[src/rtl/systolic_array_ctrl_if.sv]
// Bundle of command, buffer-read and array-edge signals for systolic_array_ctrl.
// slave  : the sequencer's view (takes commands, drives buffer reads and array inputs).
// master : the surrounding system's view (decoder, buffers, array instance).
// Ports: start_i/vec_num_i/abort_i in, busy_o/done_o/err_o out,
//        w_rd_* / a_rd_* buffer read ports, sa_* array edge ports.
interface systolic_array_ctrl_if #(
  parameter int ROWS  = 10,
  parameter int COLS  = 5,
  parameter int CNT_W = 8
);
  localparam int AW = (ROWS > 1) ? $clog2(ROWS) : 1;

  logic                   start_i;
  logic [CNT_W-1:0]       vec_num_i;
  logic                   abort_i;
  logic                   busy_o;
  logic                   done_o;
  logic                   err_o;
  logic                   w_rd_en_o;
  logic [AW-1:0]          w_rd_addr_o;
  logic [COLS*9-1:0]      w_rd_data_i;
  logic                   a_rd_en_o;
  logic [CNT_W-1:0]       a_rd_addr_o;
  logic [ROWS*9-1:0]      a_rd_data_i;
  logic [COLS-1:0]        sa_en_up_o;
  logic [COLS*9-1:0]      sa_data_up_o;
  logic [ROWS-1:0]        sa_en_left_o;
  logic [ROWS*9-1:0]      sa_data_left_o;
  logic [ROWS*COLS-1:0]   sa_mode_o;
  logic [COLS-1:0]        sa_en_down_i;

  modport slave (
    input  start_i, vec_num_i, abort_i, w_rd_data_i, a_rd_data_i, sa_en_down_i,
    output busy_o, done_o, err_o, w_rd_en_o, w_rd_addr_o, a_rd_en_o, a_rd_addr_o,
           sa_en_up_o, sa_data_up_o, sa_en_left_o, sa_data_left_o, sa_mode_o
  );

  modport master (
    output start_i, vec_num_i, abort_i, w_rd_data_i, a_rd_data_i, sa_en_down_i,
    input  busy_o, done_o, err_o, w_rd_en_o, w_rd_addr_o, a_rd_en_o, a_rd_addr_o,
           sa_en_up_o, sa_data_up_o, sa_en_left_o, sa_data_left_o, sa_mode_o
  );
endinterface

[src/rtl/systolic_array_ctrl.sv]
// Job sequencer for a ROWS x COLS systolic array: loads one weight tile
// (rows ROWS-1..0), streams K activation vectors into the left edge with
// per-row skew, counts bottom-edge results and reports done / timeout.
// Ports: clk, rst_n (async, active low), bus (systolic_array_ctrl_if.slave).

// One skewed activation lane: DEPTH register stages for enable and data.
module systolic_array_skew_lane #(
  parameter int DEPTH = 1,
  parameter int W     = 9
) (
  input  logic         clk,
  input  logic         rst_n,
  input  logic         clr,
  input  logic         in_en,
  input  logic [W-1:0] in_data,
  output logic         out_en,
  output logic [W-1:0] out_data
);
  logic [DEPTH:1]         vld_pipe;
  logic [DEPTH:1][W-1:0]  dat_pipe;

  always_ff @(posedge clk or negedge rst_n) begin
    if (!rst_n) begin
      vld_pipe <= '0;
      dat_pipe <= '0;
    end else if (clr) begin
      vld_pipe <= '0;
      dat_pipe <= '0;
    end else begin
      vld_pipe[1] <= in_en;
      dat_pipe[1] <= in_en ? in_data : '0;
      for (int s = 2; s <= DEPTH; s++) begin
        vld_pipe[s] <= vld_pipe[s-1];
        dat_pipe[s] <= dat_pipe[s-1];
      end
    end
  end

  assign out_en   = vld_pipe[DEPTH];
  assign out_data = dat_pipe[DEPTH];
endmodule

module systolic_array_ctrl #(
  parameter int ROWS  = 10,
  parameter int COLS  = 5,
  parameter int CNT_W = 8,
  parameter int TMO   = 24
) (
  input  logic                  clk,
  input  logic                  rst_n,
  systolic_array_ctrl_if.slave  bus
);
  localparam int AW = (ROWS > 1) ? $clog2(ROWS) : 1;
  localparam int LW = $clog2(ROWS + 1);
  localparam int TW = $clog2(TMO + 1);

  typedef enum logic [1:0] {IDLE, LOAD, COMPUTE, DRAIN} state_t;

  state_t             state, state_nx;
  logic [CNT_W-1:0]   k_q, a_cnt, res_cnt;
  logic [LW-1:0]      ld_cnt;
  logic [TW-1:0]      tmo_cnt;
  logic               w_vld, a_vld, done_q, err_q;
  logic               done_nx, err_nx;
  logic               abort, w_rd_en, a_rd_en, res_pulse, res_hit;
  logic [CNT_W:0]     res_sum;

  logic [ROWS-1:0][8:0] a_row, left_dat;
  logic [ROWS-1:0]      left_en;

  assign abort     = bus.abort_i && (state != IDLE);
  assign w_rd_en   = (state == LOAD) && (ld_cnt < LW'(ROWS));
  assign a_rd_en   = (state == COMPUTE);
  // Results only count once compute has begun; stray pulses earlier are noise.
  assign res_pulse = bus.sa_en_down_i[COLS-1] && (state == COMPUTE || state == DRAIN);
  // Include this cycle's pulse so done lands the cycle after the Kth result.
  assign res_sum   = {1'b0, res_cnt} + {{CNT_W{1'b0}}, res_pulse};
  assign res_hit   = (res_sum >= {1'b0, k_q});

  always_comb begin
    state_nx = state;
    done_nx  = 1'b0;
    err_nx   = 1'b0;
    unique case (state)
      IDLE: if (bus.start_i) begin
        if (bus.vec_num_i == '0) done_nx  = 1'b1;
        else                     state_nx = LOAD;
      end
      // One extra LOAD cycle lets the last weight row land on the top edge.
      LOAD:    if (ld_cnt == LW'(ROWS)) state_nx = COMPUTE;
      COMPUTE: if (a_cnt == k_q - CNT_W'(1)) state_nx = DRAIN;
      DRAIN: begin
        if (res_hit) begin
          state_nx = IDLE;
          done_nx  = 1'b1;
        end else if (tmo_cnt == TW'(TMO - 1)) begin
          state_nx = IDLE;
          done_nx  = 1'b1;
          err_nx   = 1'b1;
        end
      end
      default: state_nx = IDLE;
    endcase
    // Abort overrides everything, including a same-cycle completion.
    if (abort) begin
      state_nx = IDLE;
      done_nx  = 1'b0;
      err_nx   = 1'b0;
    end
  end

  always_ff @(posedge clk or negedge rst_n) begin
    if (!rst_n) begin
      state   <= IDLE;
      k_q     <= '0;
      ld_cnt  <= '0;
      a_cnt   <= '0;
      tmo_cnt <= '0;
      res_cnt <= '0;
      w_vld   <= 1'b0;
      a_vld   <= 1'b0;
      done_q  <= 1'b0;
      err_q   <= 1'b0;
    end else begin
      state   <= state_nx;
      done_q  <= done_nx;
      err_q   <= err_nx;
      if (state == IDLE && bus.start_i) k_q <= bus.vec_num_i;
      ld_cnt  <= (state == LOAD    && !abort) ? ld_cnt  + LW'(1)    : '0;
      a_cnt   <= (state == COMPUTE && !abort) ? a_cnt   + CNT_W'(1) : '0;
      tmo_cnt <= (state == DRAIN   && !abort) ? tmo_cnt + TW'(1)    : '0;
      if (abort || state == IDLE || state == LOAD) res_cnt <= '0;
      else                                         res_cnt <= res_sum[CNT_W-1:0];
      w_vld   <= w_rd_en && !abort;
      a_vld   <= a_rd_en && !abort;
    end
  end

  // Skew: row i sees i register stages; row 0 drives straight from the buffer.
  assign a_row = bus.a_rd_data_i;

  genvar gi;
  generate
    for (gi = 0; gi < ROWS; gi++) begin : g_lane
      if (gi == 0) begin : g_direct
        assign left_en[gi]  = a_vld;
        assign left_dat[gi] = a_vld ? a_row[gi] : 9'd0;
      end else begin : g_skew
        systolic_array_skew_lane #(.DEPTH(gi), .W(9)) u_lane (
          .clk      (clk),
          .rst_n    (rst_n),
          .clr      (abort),
          .in_en    (a_vld),
          .in_data  (a_row[gi]),
          .out_en   (left_en[gi]),
          .out_data (left_dat[gi])
        );
      end
    end
    if (COLS > 1) begin : g_unused
      logic unused_down;
      assign unused_down = ^bus.sa_en_down_i[COLS-2:0];
    end
  endgenerate

  assign bus.busy_o         = (state != IDLE);
  assign bus.done_o         = done_q;
  assign bus.err_o          = err_q;
  assign bus.w_rd_en_o      = w_rd_en;
  assign bus.w_rd_addr_o    = w_rd_en ? AW'(ROWS - 1 - int'(ld_cnt)) : '0;
  assign bus.a_rd_en_o      = a_rd_en;
  assign bus.a_rd_addr_o    = a_rd_en ? a_cnt : '0;
  assign bus.sa_en_up_o     = {COLS{w_vld}};
  assign bus.sa_data_up_o   = w_vld ? bus.w_rd_data_i : '0;
  assign bus.sa_en_left_o   = left_en;
  assign bus.sa_data_left_o = left_dat;
  assign bus.sa_mode_o      = {(ROWS*COLS){state == LOAD}};
endmodule

[src/flat_wrapper.sv]
// flat-port wrapper written by rule: the top's interface ports become plain ports
module systolic_array_ctrl_flat 
#(
  parameter int ROWS  = 10,
  parameter int COLS  = 5,
  parameter int CNT_W = 8,
  parameter int TMO   = 24
)
  (clk, rst_n, bus_start_i, bus_vec_num_i, bus_abort_i, bus_w_rd_data_i, bus_a_rd_data_i, bus_sa_en_down_i, bus_busy_o, bus_done_o, bus_err_o, bus_w_rd_en_o, bus_w_rd_addr_o, bus_a_rd_en_o, bus_a_rd_addr_o, bus_sa_en_up_o, bus_sa_data_up_o, bus_sa_en_left_o, bus_sa_data_left_o, bus_sa_mode_o);
  systolic_array_ctrl_if #(.ROWS(ROWS), .COLS(COLS), .CNT_W(CNT_W)) bus_i ();
  input  logic clk;
  input  logic rst_n;
  input wire logic [$bits(bus_i.start_i)-1:0] bus_start_i;
  input wire logic [$bits(bus_i.vec_num_i)-1:0] bus_vec_num_i;
  input wire logic [$bits(bus_i.abort_i)-1:0] bus_abort_i;
  input wire logic [$bits(bus_i.w_rd_data_i)-1:0] bus_w_rd_data_i;
  input wire logic [$bits(bus_i.a_rd_data_i)-1:0] bus_a_rd_data_i;
  input wire logic [$bits(bus_i.sa_en_down_i)-1:0] bus_sa_en_down_i;
  output wire logic [$bits(bus_i.busy_o)-1:0] bus_busy_o;
  output wire logic [$bits(bus_i.done_o)-1:0] bus_done_o;
  output wire logic [$bits(bus_i.err_o)-1:0] bus_err_o;
  output wire logic [$bits(bus_i.w_rd_en_o)-1:0] bus_w_rd_en_o;
  output wire logic [$bits(bus_i.w_rd_addr_o)-1:0] bus_w_rd_addr_o;
  output wire logic [$bits(bus_i.a_rd_en_o)-1:0] bus_a_rd_en_o;
  output wire logic [$bits(bus_i.a_rd_addr_o)-1:0] bus_a_rd_addr_o;
  output wire logic [$bits(bus_i.sa_en_up_o)-1:0] bus_sa_en_up_o;
  output wire logic [$bits(bus_i.sa_data_up_o)-1:0] bus_sa_data_up_o;
  output wire logic [$bits(bus_i.sa_en_left_o)-1:0] bus_sa_en_left_o;
  output wire logic [$bits(bus_i.sa_data_left_o)-1:0] bus_sa_data_left_o;
  output wire logic [$bits(bus_i.sa_mode_o)-1:0] bus_sa_mode_o;
  assign bus_i.start_i = bus_start_i;
  assign bus_i.vec_num_i = bus_vec_num_i;
  assign bus_i.abort_i = bus_abort_i;
  assign bus_i.w_rd_data_i = bus_w_rd_data_i;
  assign bus_i.a_rd_data_i = bus_a_rd_data_i;
  assign bus_i.sa_en_down_i = bus_sa_en_down_i;
  assign bus_busy_o = bus_i.busy_o;
  assign bus_done_o = bus_i.done_o;
  assign bus_err_o = bus_i.err_o;
  assign bus_w_rd_en_o = bus_i.w_rd_en_o;
  assign bus_w_rd_addr_o = bus_i.w_rd_addr_o;
  assign bus_a_rd_en_o = bus_i.a_rd_en_o;
  assign bus_a_rd_addr_o = bus_i.a_rd_addr_o;
  assign bus_sa_en_up_o = bus_i.sa_en_up_o;
  assign bus_sa_data_up_o = bus_i.sa_data_up_o;
  assign bus_sa_en_left_o = bus_i.sa_en_left_o;
  assign bus_sa_data_left_o = bus_i.sa_data_left_o;
  assign bus_sa_mode_o = bus_i.sa_mode_o;
  systolic_array_ctrl #(.ROWS(ROWS), .COLS(COLS), .CNT_W(CNT_W), .TMO(TMO)) u_core (.clk(clk), .rst_n(rst_n), .bus(bus_i));
endmodule
[config.mk]
export PLATFORM = sky130hd
export DESIGN_NAME = systolic_array_ctrl_flat
export DESIGN_NICKNAME = d
export VERILOG_FILES = /design/src/rtl/systolic_array_ctrl_if.sv /design/src/rtl/systolic_array_ctrl.sv /design/src/flat_wrapper.sv
export SDC_FILE = /design/constraint.sdc
export NUM_CORES = 1
export LEC_CHECK = 0
export ABC_CLOCK_PERIOD_IN_PS = 2900
export CORE_UTILIZATION = 57
export DETAILED_ROUTE_END_ITERATION = 12
export DONT_BUFFER_PORTS = 1
export PLACE_DENSITY_LB_ADDON = 0.2
export SYNTH_ARGS = -nofsm -noshare
export SYNTH_HDL_FRONTEND = slang
export SYNTH_HIERARCHICAL = 1
export SYNTH_SLANG_ARGS = --single-unit
[constraint.sdc]
create_clock -name clk -period 2.9 [get_ports clk]
set_clock_uncertainty 0.2 [all_clocks]
set_input_delay 0.29 -clock clk [delete_from_list [all_inputs] [get_ports clk]]
set_output_delay 0.29 -clock clk [all_outputs]
set_load 0.01 [all_outputs]
Yosys cells after proc, flatten, opt, wreduce, memory -nomap -nowiden

Cells that the tools add are included.

Register bits after elaboration: 489
Bits in latches: 0
Bits in writable memories: 0
ROM bits: 0
Input port bits: 152
Output and inout port bits: 217
Word-level logic and storage cells: 151
Memories kept: 0

$add $sub $neg: 6
Multipliers: 0
Divide/modulo/power cells: 0
$lt $le $gt $ge: 2
Eq/ne operators: 11
Shift-type cells: 0
Mux-type cells: 52
Bitwise gates (word level): 0
Reduce and logical (&&, ||, !) cells: 16

Operators with widths:

| kind                                             | number |
|---|---|
| 2-to-1 mux 9 bit                                 | 12 |
| 2-to-1 mux 45 bit                                | 2 |
| 2-to-1 mux 81 bit                                | 1 |
| 2-to-1 mux 72 bit                                | 1 |
| 2-to-1 mux 63 bit                                | 1 |
| 2-to-1 mux 54 bit                                | 1 |
| 2-to-1 mux 36 bit                                | 1 |
| 2-to-1 mux 8 bit                                 | 4 |
| 2-to-1 mux 27 bit                                | 1 |
| 2-to-1 mux 18 bit                                | 1 |
| 2-to-1 mux 2 bit                                 | 8 |
| 2-to-1 mux 4 bit                                 | 3 |
| 2-to-1 mux 5 bit                                 | 2 |
| adder 8 x 1 -> 9 bit                             | 1 |
| >= comparator 9 x 8 -> 1 bit                     | 1 |
| 2-to-1 mux 1 bit                                 | 9 |
| != test 3 x 2 -> 1 bit, second input constant    | 3 |
| adder 8 x 1 -> 8 bit, second input constant      | 1 |
| equality test 8 bit                              | 1 |
| logical AND 1 bit                                | 8 |
| logical NOT 8 bit                                | 1 |
| case mux 2 bit (4 select lines)                  | 1 |
| subtractor 8 x 1 -> 8 bit, second input constant | 1 |
| 2-to-1 mux 7 bit                                 | 1 |
| 18 further kinds                                 | 21 |

Depth between registers and ports, before layout

Gate-level depths: netlist of run 1.

Depth in word-level cells: 8
Gate-level depth with buffers: 15
Mapped depth without buffers: 14

By module

The synthesis of run 1 kept the hierarchy.

Modules (own cells, without submodules):

| module                                                     | times used | cells an instance | area an instance (um2) | seq. area each (um2) |
|---|---|---|---|---|
| systolic_array_ctrl                                        | 1          | 349               | 3,067.9                | 975.9 |
| systolic_array_skew_lane at u_core.g_lane[9].g_skew.u_lane | 1          | 199               | 2,961.6                | 2,252.2 |
| systolic_array_skew_lane at u_core.g_lane[8].g_skew.u_lane | 1          | 177               | 2,635.0                | 2,001.9 |
| systolic_array_skew_lane at u_core.g_lane[7].g_skew.u_lane | 1          | 156               | 2,317.2                | 1,751.7 |
| systolic_array_skew_lane at u_core.g_lane[6].g_skew.u_lane | 1          | 135               | 1,999.4                | 1,501.4 |
| systolic_array_skew_lane at u_core.g_lane[5].g_skew.u_lane | 1          | 114               | 1,681.6                | 1,251.2 |
| systolic_array_skew_lane at u_core.g_lane[4].g_skew.u_lane | 1          | 93                | 1,363.8                | 1,001.0 |
| systolic_array_skew_lane at u_core.g_lane[3].g_skew.u_lane | 1          | 72                | 1,092.3                | 750.7 |
| systolic_array_skew_lane at u_core.g_lane[2].g_skew.u_lane | 1          | 51                | 754.5                  | 500.5 |
| systolic_array_skew_lane at u_core.g_lane[1].g_skew.u_lane | 1          | 20                | 335.3                  | 250.2 |

Worst setup path after synthesis of run 1

OpenSTA, ideal clock, no wires.

Kind: register to register
From: register u_core.state[0]
To: register u_core.state[1]
Arrival time: 2.802 ns
Data required time: 2.621 ns
Path slack: -0.181 ns
Stages on the path, launching flop included: 16
Path buffers: 1
Period minus slack after synthesis: 3.081 ns
Cells stage by stage: dfrtp_1 > inv_1 > ha_1 > clkbuf_1 > o21a_1 > ha_1 > nand4_1 > nor2_1 > xor2_1 > ha_1 > a21oi_1 > o32ai_1 > nor3_1 > a31oi_1 > nand3_1 > mux2i_1

Word-level cells in the longest chain between the ends: 8
Elaborated cells on any way between the ends: 19
Those cells by class: 1 x add/sub; 1 x order compare; 8 x eq/ne; 3 x mux; 6 x reduce/logical

RTL lines:

| what                            | line                       | source |
|---|---|---|
| start, declared                 | systolic_array_ctrl.sv:59  | `state_t state, state_nx;` |
| start signal, assigned          | systolic_array_ctrl.sv:125 | `state <= state_nx;` |
| equality test 2 bit *           | n/a                        |  |
| via bus_a_rd_en_o               | flat_wrapper.sv:24         | `output wire logic [$bits(bus_i.a_rd_en_o)-1:0] bus_a_rd_en_o;` |
| logical OR 1 bit                | systolic_array_ctrl.sv:75  | `assign res_pulse = bus.sa_en_down_i[COLS-1] && (state == COMPUTE \|\| state == DRAIN);` |
| logical AND 1 bit               | systolic_array_ctrl.sv:75  |  |
| adder 8 x 1 -> 9 bit            | systolic_array_ctrl.sv:77  | `assign res_sum = {1'b0, res_cnt} + {{CNT_W{1'b0}}, res_pulse};` |
| >= comparator 9 x 8 -> 1 bit    | systolic_array_ctrl.sv:78  | `assign res_hit = (res_sum >= {1'b0, k_q});` |
| 2-to-1 mux 2 bit                | systolic_array_ctrl.sv:93  | `if (res_hit) begin` |
| case mux 2 bit (4 select lines) | systolic_array_ctrl.sv:84  | `unique case (state)` |
| 2-to-1 mux 2 bit                | systolic_array_ctrl.sv:105 | `if (abort) begin` |

The timed path passes the listed nets; every way through them passes the cells marked *.
A chain may end at the register's enable or synchronous reset.

Worst setup path after layout of run 1

From: register u_core.state[1]
To: register u_core.state[1]

Word-level cells in the longest chain between the ends: 8
Elaborated cells on any way between the ends: 19
Those cells by class: 1 x add/sub; 1 x order compare; 8 x eq/ne; 3 x mux; 6 x reduce/logical

RTL lines:

| what                            | line |
|---|---|
| equality test 2 bit             | systolic_array_ctrl.sv:75, systolic_array_ctrl.sv:84 |
| logical OR 1 bit                | systolic_array_ctrl.sv:75 |
| logical AND 1 bit               | systolic_array_ctrl.sv:75 |
| adder 8 x 1 -> 9 bit            | systolic_array_ctrl.sv:77 |
| >= comparator 9 x 8 -> 1 bit    | systolic_array_ctrl.sv:78 |
| 2-to-1 mux 2 bit                | systolic_array_ctrl.sv:93 |
| case mux 2 bit (4 select lines) | systolic_array_ctrl.sv:84 |
| 2-to-1 mux 2 bit                | systolic_array_ctrl.sv:105 |

Several ways; a longest one is shown, not always the timed one.

==> results_tabular.tex, run 1 <==
\begin{tabular}{lr}
\hline
Metric & Value \\
\hline
\multicolumn{2}{l}{\textbf{Final layout}} \\
\quad Area Growth Syn to Fin & 11.36\% \\
\quad Area of the multi-input gates & 4741 sq um \\
\quad Final standard cell count with taps included and fillers excluded & 1803 \\
\quad Storage cell area & 12240 sq um \\
\quad Proportion of layout cells with a drive suffix above 1 & 0.1017 \\
\quad Fill cell count & 2309 \\
\quad Net count reported at finish & 1519 \\
\multicolumn{2}{l}{\textbf{Setup path}} \\
\quad Nature of the critical path startpoint & flop \\
\quad Endpoint type of the worst setup path & flop \\
\quad Worst Setup Path Type & flop to flop \\
\quad Worst-case register-to-register setup slack & -90 ps \\
\quad Critical path peak fanout & 3 \\
\quad Worst reg2reg path startpoint & u\_core/state[1] \\
\quad WP data arrival & 3200 ps \\
\quad Crit Reg-Reg Endpoint & u\_core/state[1] \\
\quad Number of cells on the worst reg-to-reg path & 13 \\
\quad Worst path required time & 3110 ps \\
\quad Worst setup path startpoint & u\_core/state[1] \\
\multicolumn{2}{l}{\textbf{Synthesis}} \\
\quad Cell area after synthesis & 18210 sq um \\
\quad Number of synthesized register bits & 489 \\
\quad Cell types with the largest area share after synthesis & sky130\_fd\_sc\_hd\_\_dfrtp\_1 67\%, sky130\_fd\_sc\_hd\_\_nor2b\_1 12\%, sky130\_fd\_sc\_hd\_\_buf\_4 5.4\% \\
\quad Share of the synthesized area in the top cell type & 0.6720 \\
\quad Avg Inst Size Synth & 13.33 sq um \\
\quad Warnings from Yosys & 6 \\
\quad Prevailing post-synth register cell & sky130\_fd\_sc\_hd\_\_dfrtp\_1 \\
\quad Unique cell type count in the Yosys netlist & 40 \\
\quad Biggest area consumer among synthesized cells & sky130\_fd\_sc\_hd\_\_dfrtp\_1 \\
\quad Share of synthesized area occupied by flip-flops and latches & 0.6720 \\
\quad EDFF count, synth & 0 \\
\quad Share of synthesized flip-flops with an asynchronous set or reset & 1.000 \\
\quad Cells after synthesis & 1366 \\
\quad Synth Net Count & 1539 \\
\multicolumn{2}{l}{\textbf{Run}} \\
\quad Number of max-capacitance violations reported & 0 \\
\multicolumn{2}{l}{\textbf{STA}} \\
\quad Max-slew violation count & 0 \\
\quad Crit share post-route & 1.031 \\
\quad Worst hold margin & -744.7 ps \\
\quad Fmax achieved & 334.3 MHz \\
\quad Number of hold violations in the final report & 489 \\
\quad Worst-case setup margin in the final layout & -90.92 ps \\
\quad Worst rel slew slack & 0.1249 \\
\quad Finish-stage setup viols & 3 \\
\quad Shortest clock period the worst path allows after layout & 2991 ps \\
\quad Unrepaired setup endpoints after global routing & yes \\
\quad Pin slew with the least headroom to its limit & 1313 ps \\
\multicolumn{2}{l}{\textbf{Global routing}} \\
\quad Antenna violations before repair & 37 \\
\quad Remaining global-route overflow & 0 \\
\quad Overall global routing resource usage & 0.1969 \\
\quad First-pass GRT wire length & 49090 um \\
\quad Via count of the first global-routing pass & 8743 \\
\quad Maximum number of pins on one net before global-route repair & 490 \\
\multicolumn{2}{l}{\textbf{Outcome}} \\
\quad Status & finished, violations left \\
\quad Failing checks & negative hold slack, negative setup slack \\
\multicolumn{2}{l}{\textbf{Placement}} \\
\quad RePlAce Congestion & 0.7841 \\
\quad Worst slack at placement & -211.9 ps \\
\quad Buffers on Ports & 0 \\
\quad Placed insts & 1603 \\
\quad DP Wirelength & 19490 um \\
\multicolumn{2}{l}{\textbf{Routing}} \\
\quad Number of vias in the routed layout & 8787 \\
\quad Wire length per cell after detailed routing & 17.64 um \\
\quad Post-route DRC violation count & 0 \\
\quad Drt initial violations & 452 \\
\quad Avg Vias per Cell & 4.874 \\
\quad Total wire length & 31800 um \\
\quad TritonRoute pass-1 iters & 4 \\
\quad Remaining antenna violation count after routing & 0 \\
\multicolumn{2}{l}{\textbf{Clock tree}} \\
\quad Number of buffers on the longest clock path & 3 \\
\quad Clock root buffer master & sky130\_fd\_sc\_hd\_\_clkbuf\_16 \\
\quad CTS tree & done \\
\quad Total number of clock tree sinks & 489 \\
\quad Post-cts hold buffer count & 92 \\
\quad Clock insertion delay at the later pin of the skew report & 530 ps \\
\quad Post-CTS clock slew at the launch and capture registers of the worst setup and hold paths & 60 ps \\
\quad CTS buffer count & 48 \\
\quad H-Tree Depth & 2 \\
\multicolumn{2}{l}{\textbf{Pwr}} \\
\quad Static Leakage & 10.45 nW \\
\quad Worst supply voltage drop on vdd & 0.001020 V \\
\quad Power density over the cells & 822.3 nW/um\^{}2 \\
\multicolumn{2}{l}{\textbf{Die}} \\
\quad Die outline height & 180.7 um \\
\quad I/O Pins & 369 \\
\quad Total number of placement rows & 65 \\
\quad CORE AREA & 31470 sq um \\
\quad Initial Util & 0.5785 \\
\quad Horiz. Die Dim & 180.7 um \\
\quad Total die area & 32660 sq um \\
\multicolumn{2}{l}{\textbf{Hold path}} \\
\quad Worst hold path type & primary input to asynchronous set/reset pin \\
\hline
\end{tabular}
==> per-stage QoR <==
| step | instance area (sq um) | TNS [ps] | power [W] | util | hold slack, ps |
|---|---|---|---|---|---|
| 3_5_place_dp | 17700 | -402.1 | 0.01088 | 0.5625 | -195.1 |
| 3_3_place_gp | 17700 | -86.86 | 0.01078 | 0.5625 | -193.7 |
| 5_1_grt | 20250 | -860.0 | 0.01749 | 0.6435 | -776.2 |
| 6_report | 20280 | -227.1 | 0.01667 | 0.6442 | -744.7 |
| 4_1_cts | 20180 | -67.75 | 0.01685 | 0.6412 | -769.0 |
| 2_1_floorplan | 18230 | -22.05 | 0.01087 | - | -205.6 |
==> cells in the final DEF (no fill, tap or decap), types with 6 or more instances in the layout <==
cell type                       count
sky130_fd_sc_hd__dfrtp_1          488
sky130_fd_sc_hd__nor2b_1          353
sky130_fd_sc_hd__dlygate4sd3_1     92
sky130_fd_sc_hd__and3b_1           81
sky130_fd_sc_hd__and2_1            62
sky130_fd_sc_hd__clkbuf_16         49
sky130_fd_sc_hd__diode_2           25
sky130_fd_sc_hd__nor2_1            24
sky130_fd_sc_hd__nor2b_2           23
sky130_fd_sc_hd__inv_1             17
sky130_fd_sc_hd__xor2_1            16
sky130_fd_sc_hd__ha_1              16
sky130_fd_sc_hd__nand2_1           14
sky130_fd_sc_hd__xnor2_1           13
sky130_fd_sc_hd__clkbuf_1          12
sky130_fd_sc_hd__buf_4             12
sky130_fd_sc_hd__nand3_1           11
sky130_fd_sc_hd__clkbuf_8           8
sky130_fd_sc_hd__clkinv_2           8
sky130_fd_sc_hd__and3_1             8
sky130_fd_sc_hd__mux2_2             8
sky130_fd_sc_hd__buf_12             6
==> cell usage after synthesis, types with 2 or more instances <==
master,count
sky130_fd_sc_hd__clkbuf_1,8
sky130_fd_sc_hd__nand2b_1,2
sky130_fd_sc_hd__xor2_1,16
sky130_fd_sc_hd__nor2b_1,353
sky130_fd_sc_hd__buf_6,4
sky130_fd_sc_hd__nand4_1,2
sky130_fd_sc_hd__and2_1,62
sky130_fd_sc_hd__dfrtp_1,489
sky130_fd_sc_hd__nor3_1,7
sky130_fd_sc_hd__o21ai_0,3
sky130_fd_sc_hd__and3_1,8
sky130_fd_sc_hd__a21oi_1,5
sky130_fd_sc_hd__inv_1,19
sky130_fd_sc_hd__and3b_1,81
sky130_fd_sc_hd__a31oi_1,2
sky130_fd_sc_hd__buf_2,34
sky130_fd_sc_hd__clkbuf_4,3
sky130_fd_sc_hd__nand2_1,14
sky130_fd_sc_hd__nand4b_1,2
sky130_fd_sc_hd__xnor2_1,14
sky130_fd_sc_hd__nor2_1,25
sky130_fd_sc_hd__ha_1,21
sky130_fd_sc_hd__mux2_2,8
sky130_fd_sc_hd__nor2b_2,23
sky130_fd_sc_hd__nand3_1,14
sky130_fd_sc_hd__buf_4,132
sky130_fd_sc_hd__or4_1,2
==> layer usage <==
metal  track usage  wire length, um
met1        0.2173            11530
met2        0.3271            15910
met3       0.06692             2575
met4        0.1251             1752
met5             0               30
==> report_power, final <==
| part | switching, W | internal, W |
|---|---|---|
| combinational | 0.00184 | 0.00111 |
| sequential | 0.000433 | 0.00750 |
| clock | 0.00240 | 0.00338 |
==> how the worst max path moves through the flow <==
stage / slack, ps / to
finish: -90 / u_core/state[1]
global route: -270 / u_core/state[1]
CTS: -40 / u_core/state[1]
detailed placement: -210 / u_core/state[1]
global placement: -70 / u_core/state[1]
floorplan: -20 / u_core/state[1]
==> worst max-delay path, stage by stage, from the launching register on <==
cell,delay [ps]
sky130_fd_sc_hd__dfrtp_1,430
sky130_fd_sc_hd__ha_2,210
sky130_fd_sc_hd__o21a_1,160
sky130_fd_sc_hd__ha_2,190
sky130_fd_sc_hd__nand4_1,140
sky130_fd_sc_hd__buf_4,190
sky130_fd_sc_hd__buf_6,120
sky130_fd_sc_hd__xnor2_4,130
sky130_fd_sc_hd__ha_4,280
sky130_fd_sc_hd__o21ai_1,50
sky130_fd_sc_hd__a211o_1,300
sky130_fd_sc_hd__a31oi_2,220
sky130_fd_sc_hd__nand3_2,120
sky130_fd_sc_hd__mux2i_1,140
==> timing repair <==
| item | CTS | global route |
|---|---|---|
| resized for setup | 13 | 4 |
| pin swaps | 13 | 4 |
| endpoints found under the setup margin | 3 | 4 |
| hold endpoints to repair | 589 | 489 |
| setup buffers | 3 | 0 |
| gates cloned | 0 | 0 |
==> registers in the layout, summed over array words and instances (netlist names), 2 cells and up <==
| signal | count |
|---|---|
| u_core/tmo_cnt | 5 |
| u_core/state | 2 |
| u_core/a_cnt | 8 |
| u_core/g_lane.g_skew.u_lane/out_data | 81 |
| u_core/ld_cnt | 4 |
| u_core/g_lane.g_skew.u_lane/vld_pipe | 44 |
| u_core/k_q | 8 |
| u_core/res_cnt | 8 |
| u_core/g_lane.g_skew.u_lane/dat_pipe | 324 |
==> logic make-up (layout without fill, tap and decap cells) <==
| kind of cell | after synthesis | count (layout) | share of synthesized area |
|---|---|---|---|
| AO/OA/AOI/OAI | 17 | 17 | 0.006665 |
| AND/OR/NAND/NOR | 598 | 598 | 0.2134 |
| buffers and inverters | 202 | 212 | 0.07352 |
| flip-flops | 489 | 489 | 0.6720 |
| XOR/XNOR | 30 | 30 | 0.01443 |
| multiplexers | 9 | 9 | 0.005497 |
| other | 0 | 25 | 0 |
| adder cells (fa/ha/maj) | 21 | 21 | 0.01443 |
==> cell type report <==
| cell class | instances | area share |
|---|---|---|
| tap | 402 | 0.02481 |
| sequential | 489 | 0.6035 |
| clock buffer | 69 | 0.06812 |
| timing repair buffer | 112 | 0.05769 |
| clock inverter | 11 | 0.004875 |
| antenna | 25 | 0.003085 |
| inverter | 20 | 0.004073 |
| multi-input combinational | 675 | 0.2338 |
(Power assumes the default switching activity.)
==> inputs of run 2 (changes only) <==
Settings changed: BUFFER_PORTS_ARGS set to -buffer_cell sky130_fd_sc_hd__buf_2, CAP_MARGIN set to 0, CORE_UTILIZATION 57 to 50, CTS_CLUSTER_SIZE set to 28, DONT_BUFFER_PORTS 1 to unset.
==> run 2 against run 1 <==
Net effect: the flow finishes with violations (design-rule violations, negative setup slack); highest routed layer is now met4; clock-buffer cell count increased by 1; largest cell class unchanged; sequential cell count did not move; final area is 11% higher; first-iteration DRC count decreased by 12%; largest power group unchanged; sequential power fell by 2%; critical path depth grew 3; combinational power is 33% higher; clock power is 8.8% higher.
==> results_tabular.tex, run 2 (synthesis gave the netlist of run 1 again) <==
\begin{tabular}{lr}
\hline
Metric & Value \\
\hline
\multicolumn{2}{l}{\textbf{Global routing}} \\
\quad Via count of the first global-routing pass & 9915 \\
\quad Remaining global-route overflow & 0 \\
\quad Antenna violations before repair & 4 \\
\quad Maximum number of pins on one net before global-route repair & 82 \\
\quad Overall global routing resource usage & 0.1759 \\
\quad First-pass GRT wire length & 50790 um \\
\multicolumn{2}{l}{\textbf{Setup path}} \\
\quad Critical path peak fanout & 3 \\
\quad Cell class contributing the biggest share of worst-path delay & adder cells \\
\quad Cell with the largest stage delay on the worst path & sky130\_fd\_sc\_hd\_\_dfrtp\_1 \\
\quad Bufs and invs on worst path & 3 \\
\quad WP data arrival & 3170 ps \\
\quad Most numerous cell on the critical path & sky130\_fd\_sc\_hd\_\_buf\_4 \\
\quad Ordered cell list for the critical path & inv\_2 -> ha\_4 -> o21a\_1 -> ha\_2 -> nand4\_1 -> nor2\_1 -> xor2\_1 -> ha\_1 -> a21oi\_2 -> o32ai\_2 -> nor3\_2 -> buf\_4 -> buf\_4 -> nand3\_1 -> a21oi\_1 -> nor3\_1 \\
\quad Endpoint type of the worst setup path & flop \\
\quad Worst-case register-to-register setup slack & -50 ps \\
\quad Worst path required time & 3120 ps \\
\quad Worst Setup Path Type & flop to flop \\
\quad Nature of the critical path startpoint & flop \\
\quad Worst path max stage delay & 420 ps \\
\multicolumn{2}{l}{\textbf{STA}} \\
\quad Pin slew with the least headroom to its limit & 618.2 ps \\
\quad Worst rel slew slack & 0.5879 \\
\quad Finish-stage setup viols & 3 \\
\quad Max-slew violation count & 0 \\
\quad Number of hold violations in the final report & 0 \\
\quad Unrepaired setup endpoints after global routing & yes \\
\quad Crit share post-route & 1.016 \\
\quad Worst hold margin & 107.1 ps \\
\quad Worst-case setup margin in the final layout & -46.72 ps \\
\quad Fmax achieved & 339.4 MHz \\
\quad Shortest clock period the worst path allows after layout & 2947 ps \\
\multicolumn{2}{l}{\textbf{Die}} \\
\quad Total die area & 37190 sq um \\
\quad Total number of placement rows & 69 \\
\quad I/O Pins & 369 \\
\quad Horiz. Die Dim & 192.8 um \\
\quad Die outline height & 192.8 um \\
\quad Initial Util & 0.5095 \\
\quad CORE AREA & 35740 sq um \\
\multicolumn{2}{l}{\textbf{Routing}} \\
\quad Avg Vias per Cell & 4.533 \\
\quad Total wire length & 31950 um \\
\quad Remaining antenna violation count after routing & 0 \\
\quad Amount of wire on met2 after detailed routing & 16270 um \\
\quad Met1 wire length & 12660 um \\
\quad Drt initial violations & 398 \\
\quad TritonRoute pass-1 iters & 10 \\
\quad Post-route DRC violation count & 71 \\
\quad Highest metal layer with signal wires & met4 \\
\quad Wire length per cell after detailed routing & 14.29 um \\
\quad Met3 WL & 2240 um \\
\quad Number of vias in the routed layout & 10140 \\
\multicolumn{2}{l}{\textbf{Clock tree}} \\
\quad Total number of clock tree sinks & 489 \\
\quad CTS buffer count & 48 \\
\quad CTS tree & done \\
\quad Number of buffers on the longest clock path & 3 \\
\quad Clock root buffer master & sky130\_fd\_sc\_hd\_\_clkbuf\_16 \\
\quad H-Tree Depth & 2 \\
\quad Post-CTS clock slew at the launch and capture registers of the worst setup and hold paths & 60 ps \\
\quad Clock insertion delay at the later pin of the skew report & 550 ps \\
\multicolumn{2}{l}{\textbf{Final layout}} \\
\quad Biggest register & u\_core/g\_lane.g\_skew.u\_lane/dat\_pipe \\
\quad Net count reported at finish & 1909 \\
\quad Area Growth Syn to Fin & 23.67\% \\
\quad Commonest non-fill, non-tap cells in the layout & 488 x sky130\_fd\_sc\_hd\_\_dfrtp\_1, 363 x sky130\_fd\_sc\_hd\_\_buf\_2, 353 x sky130\_fd\_sc\_hd\_\_nor2b\_1, 92 x sky130\_fd\_sc\_hd\_\_dlygate4sd3\_1, 81 x sky130\_fd\_sc\_hd\_\_and3b\_1 \\
\quad Final standard cell count with taps included and fillers excluded & 2236 \\
\quad Flip-flop count of the largest register after layout & 324 \\
\quad Proportion of layout cells with a drive suffix above 1 & 0.3032 \\
\quad Most common cell after layout, fill and taps aside & sky130\_fd\_sc\_hd\_\_dfrtp\_1 \\
\multicolumn{2}{l}{\textbf{Run}} \\
\quad Number of max-capacitance violations reported & 0 \\
\multicolumn{2}{l}{\textbf{Outcome}} \\
\quad Failing checks & design-rule violations, negative setup slack \\
\quad Status & finished, violations left \\
\multicolumn{2}{l}{\textbf{Placement}} \\
\quad Buffers on Ports & 364 \\
\quad Placed insts & 2051 \\
\quad RePlAce Congestion & 0.8656 \\
\quad DP Wirelength & 20420 um \\
\multicolumn{2}{l}{\textbf{Pwr}} \\
\quad Worst supply voltage drop on vdd & 0.0005130 V \\
\quad Static Leakage & 12.38 nW \\
\quad Power density over the cells & 800.7 nW/um\^{}2 \\
\multicolumn{2}{l}{\textbf{Hold path}} \\
\quad Worst hold path type & primary input to flop \\
\hline
\end{tabular}
==> run 2: changes by cell type in the layout (fill, tap and decap cells not counted), moves of 2 or more <==
cell,change
sky130_fd_sc_hd__ha_4,-2
sky130_fd_sc_hd__clkbuf_8,+2
sky130_fd_sc_hd__diode_2,-21
sky130_fd_sc_hd__clkbuf_1,-2
sky130_fd_sc_hd__clkinvlp_4,+2
sky130_fd_sc_hd__buf_12,+6
sky130_fd_sc_hd__buf_4,+22
sky130_fd_sc_hd__buf_2,+363
sky130_fd_sc_hd__bufinv_16,+4
sky130_fd_sc_hd__ha_1,+2
==> run 2: layer usage <==
metal  vias up  track usage
met4         0      0.06723
met1      4880       0.2085
met3        56      0.04474
met5         -            0
met2       316       0.3065
li1       4884            -
==> run 2: stage by stage <==
step	total power [W]	setup TNS, ps	util	instance area (sq um)	setup WS (ps)
2_1_floorplan	0.01087	-22.05	-	18230	-22.05
3_3_place_gp	0.01167	-245.2	0.5551	19840	-122.6
3_5_place_dp	0.01173	-351.4	0.5551	19840	-174.2
4_1_cts	0.01826	-63.54	0.6290	22480	-45.66
5_1_grt	0.01912	-838.1	0.6301	22520	-274.5
6_report	0.01803	-82.96	0.6301	22520	-46.72
==> run 2: path summary, 6_finish.rpt <==
path / startpoint / endpoint / depth (start not counted)
min reg2reg: u_core/g_lane[9].g_skew.u_lane/dat_pipe[24] / u_core/g_lane[9].g_skew.u_lane/dat_pipe[33] / 1
max: u_core/state[0] / u_core/bus.done_o / 16
max reg2reg: u_core/state[0] / u_core/bus.done_o / 16
max in group asynchronous: rst_n / u_core/g_lane[9].g_skew.u_lane/dat_pipe[44] / 3
min in group asynchronous: rst_n / u_core/g_lane[1].g_skew.u_lane/out_data[0] / 2
min: bus_sa_en_down_i[4] / u_core/res_cnt[0] / 5
==> run 2: layout make-up <==
| type | count | area [sq um] |
|---|---|---|
| Clock inverter | 15 | 216.5 |
| Clock buffer | 70 | 1426 |
| Multi-Input combinational cell | 675 | 4721 |
| Tap cell | 461 | 576.8 |
| Timing Repair Buffer | 502 | 3248 |
| Antenna cell | 4 | 10.01 |
| Fill cell | 2740 | 13220 |
| Sequential cell | 489 | 12240 |
| Inverter | 20 | 82.58 |
==> run 2: what timing repair did <==
action,in CTS,in global routing
pin swaps,11,3
resized for setup,12,4
cloned,0,0
hold buffers,92,0
setup buffers,3,1
endpoints found under the hold margin,197,0
endpoints found under the setup margin,4,4
==> run 2: worst min-delay path, cell delays in order <==
cell and delay [ps]:
sky130_fd_sc_hd__buf_2 80, sky130_fd_sc_hd__o21a_1 140, sky130_fd_sc_hd__ha_2 160, sky130_fd_sc_hd__inv_1 50, sky130_fd_sc_hd__nor2_1 90
==> run 2: power breakdown <==
part	internal, W	total [W]	leakage, nW	switching [W]
clock	0.00385	0.00630	0.805	0.00245
sequential	0.00749	0.00780	6.77	0.000308
combinational	0.00170	0.00393	4.80	0.00223
total	0.0130	0.0180	12.4	0.00499
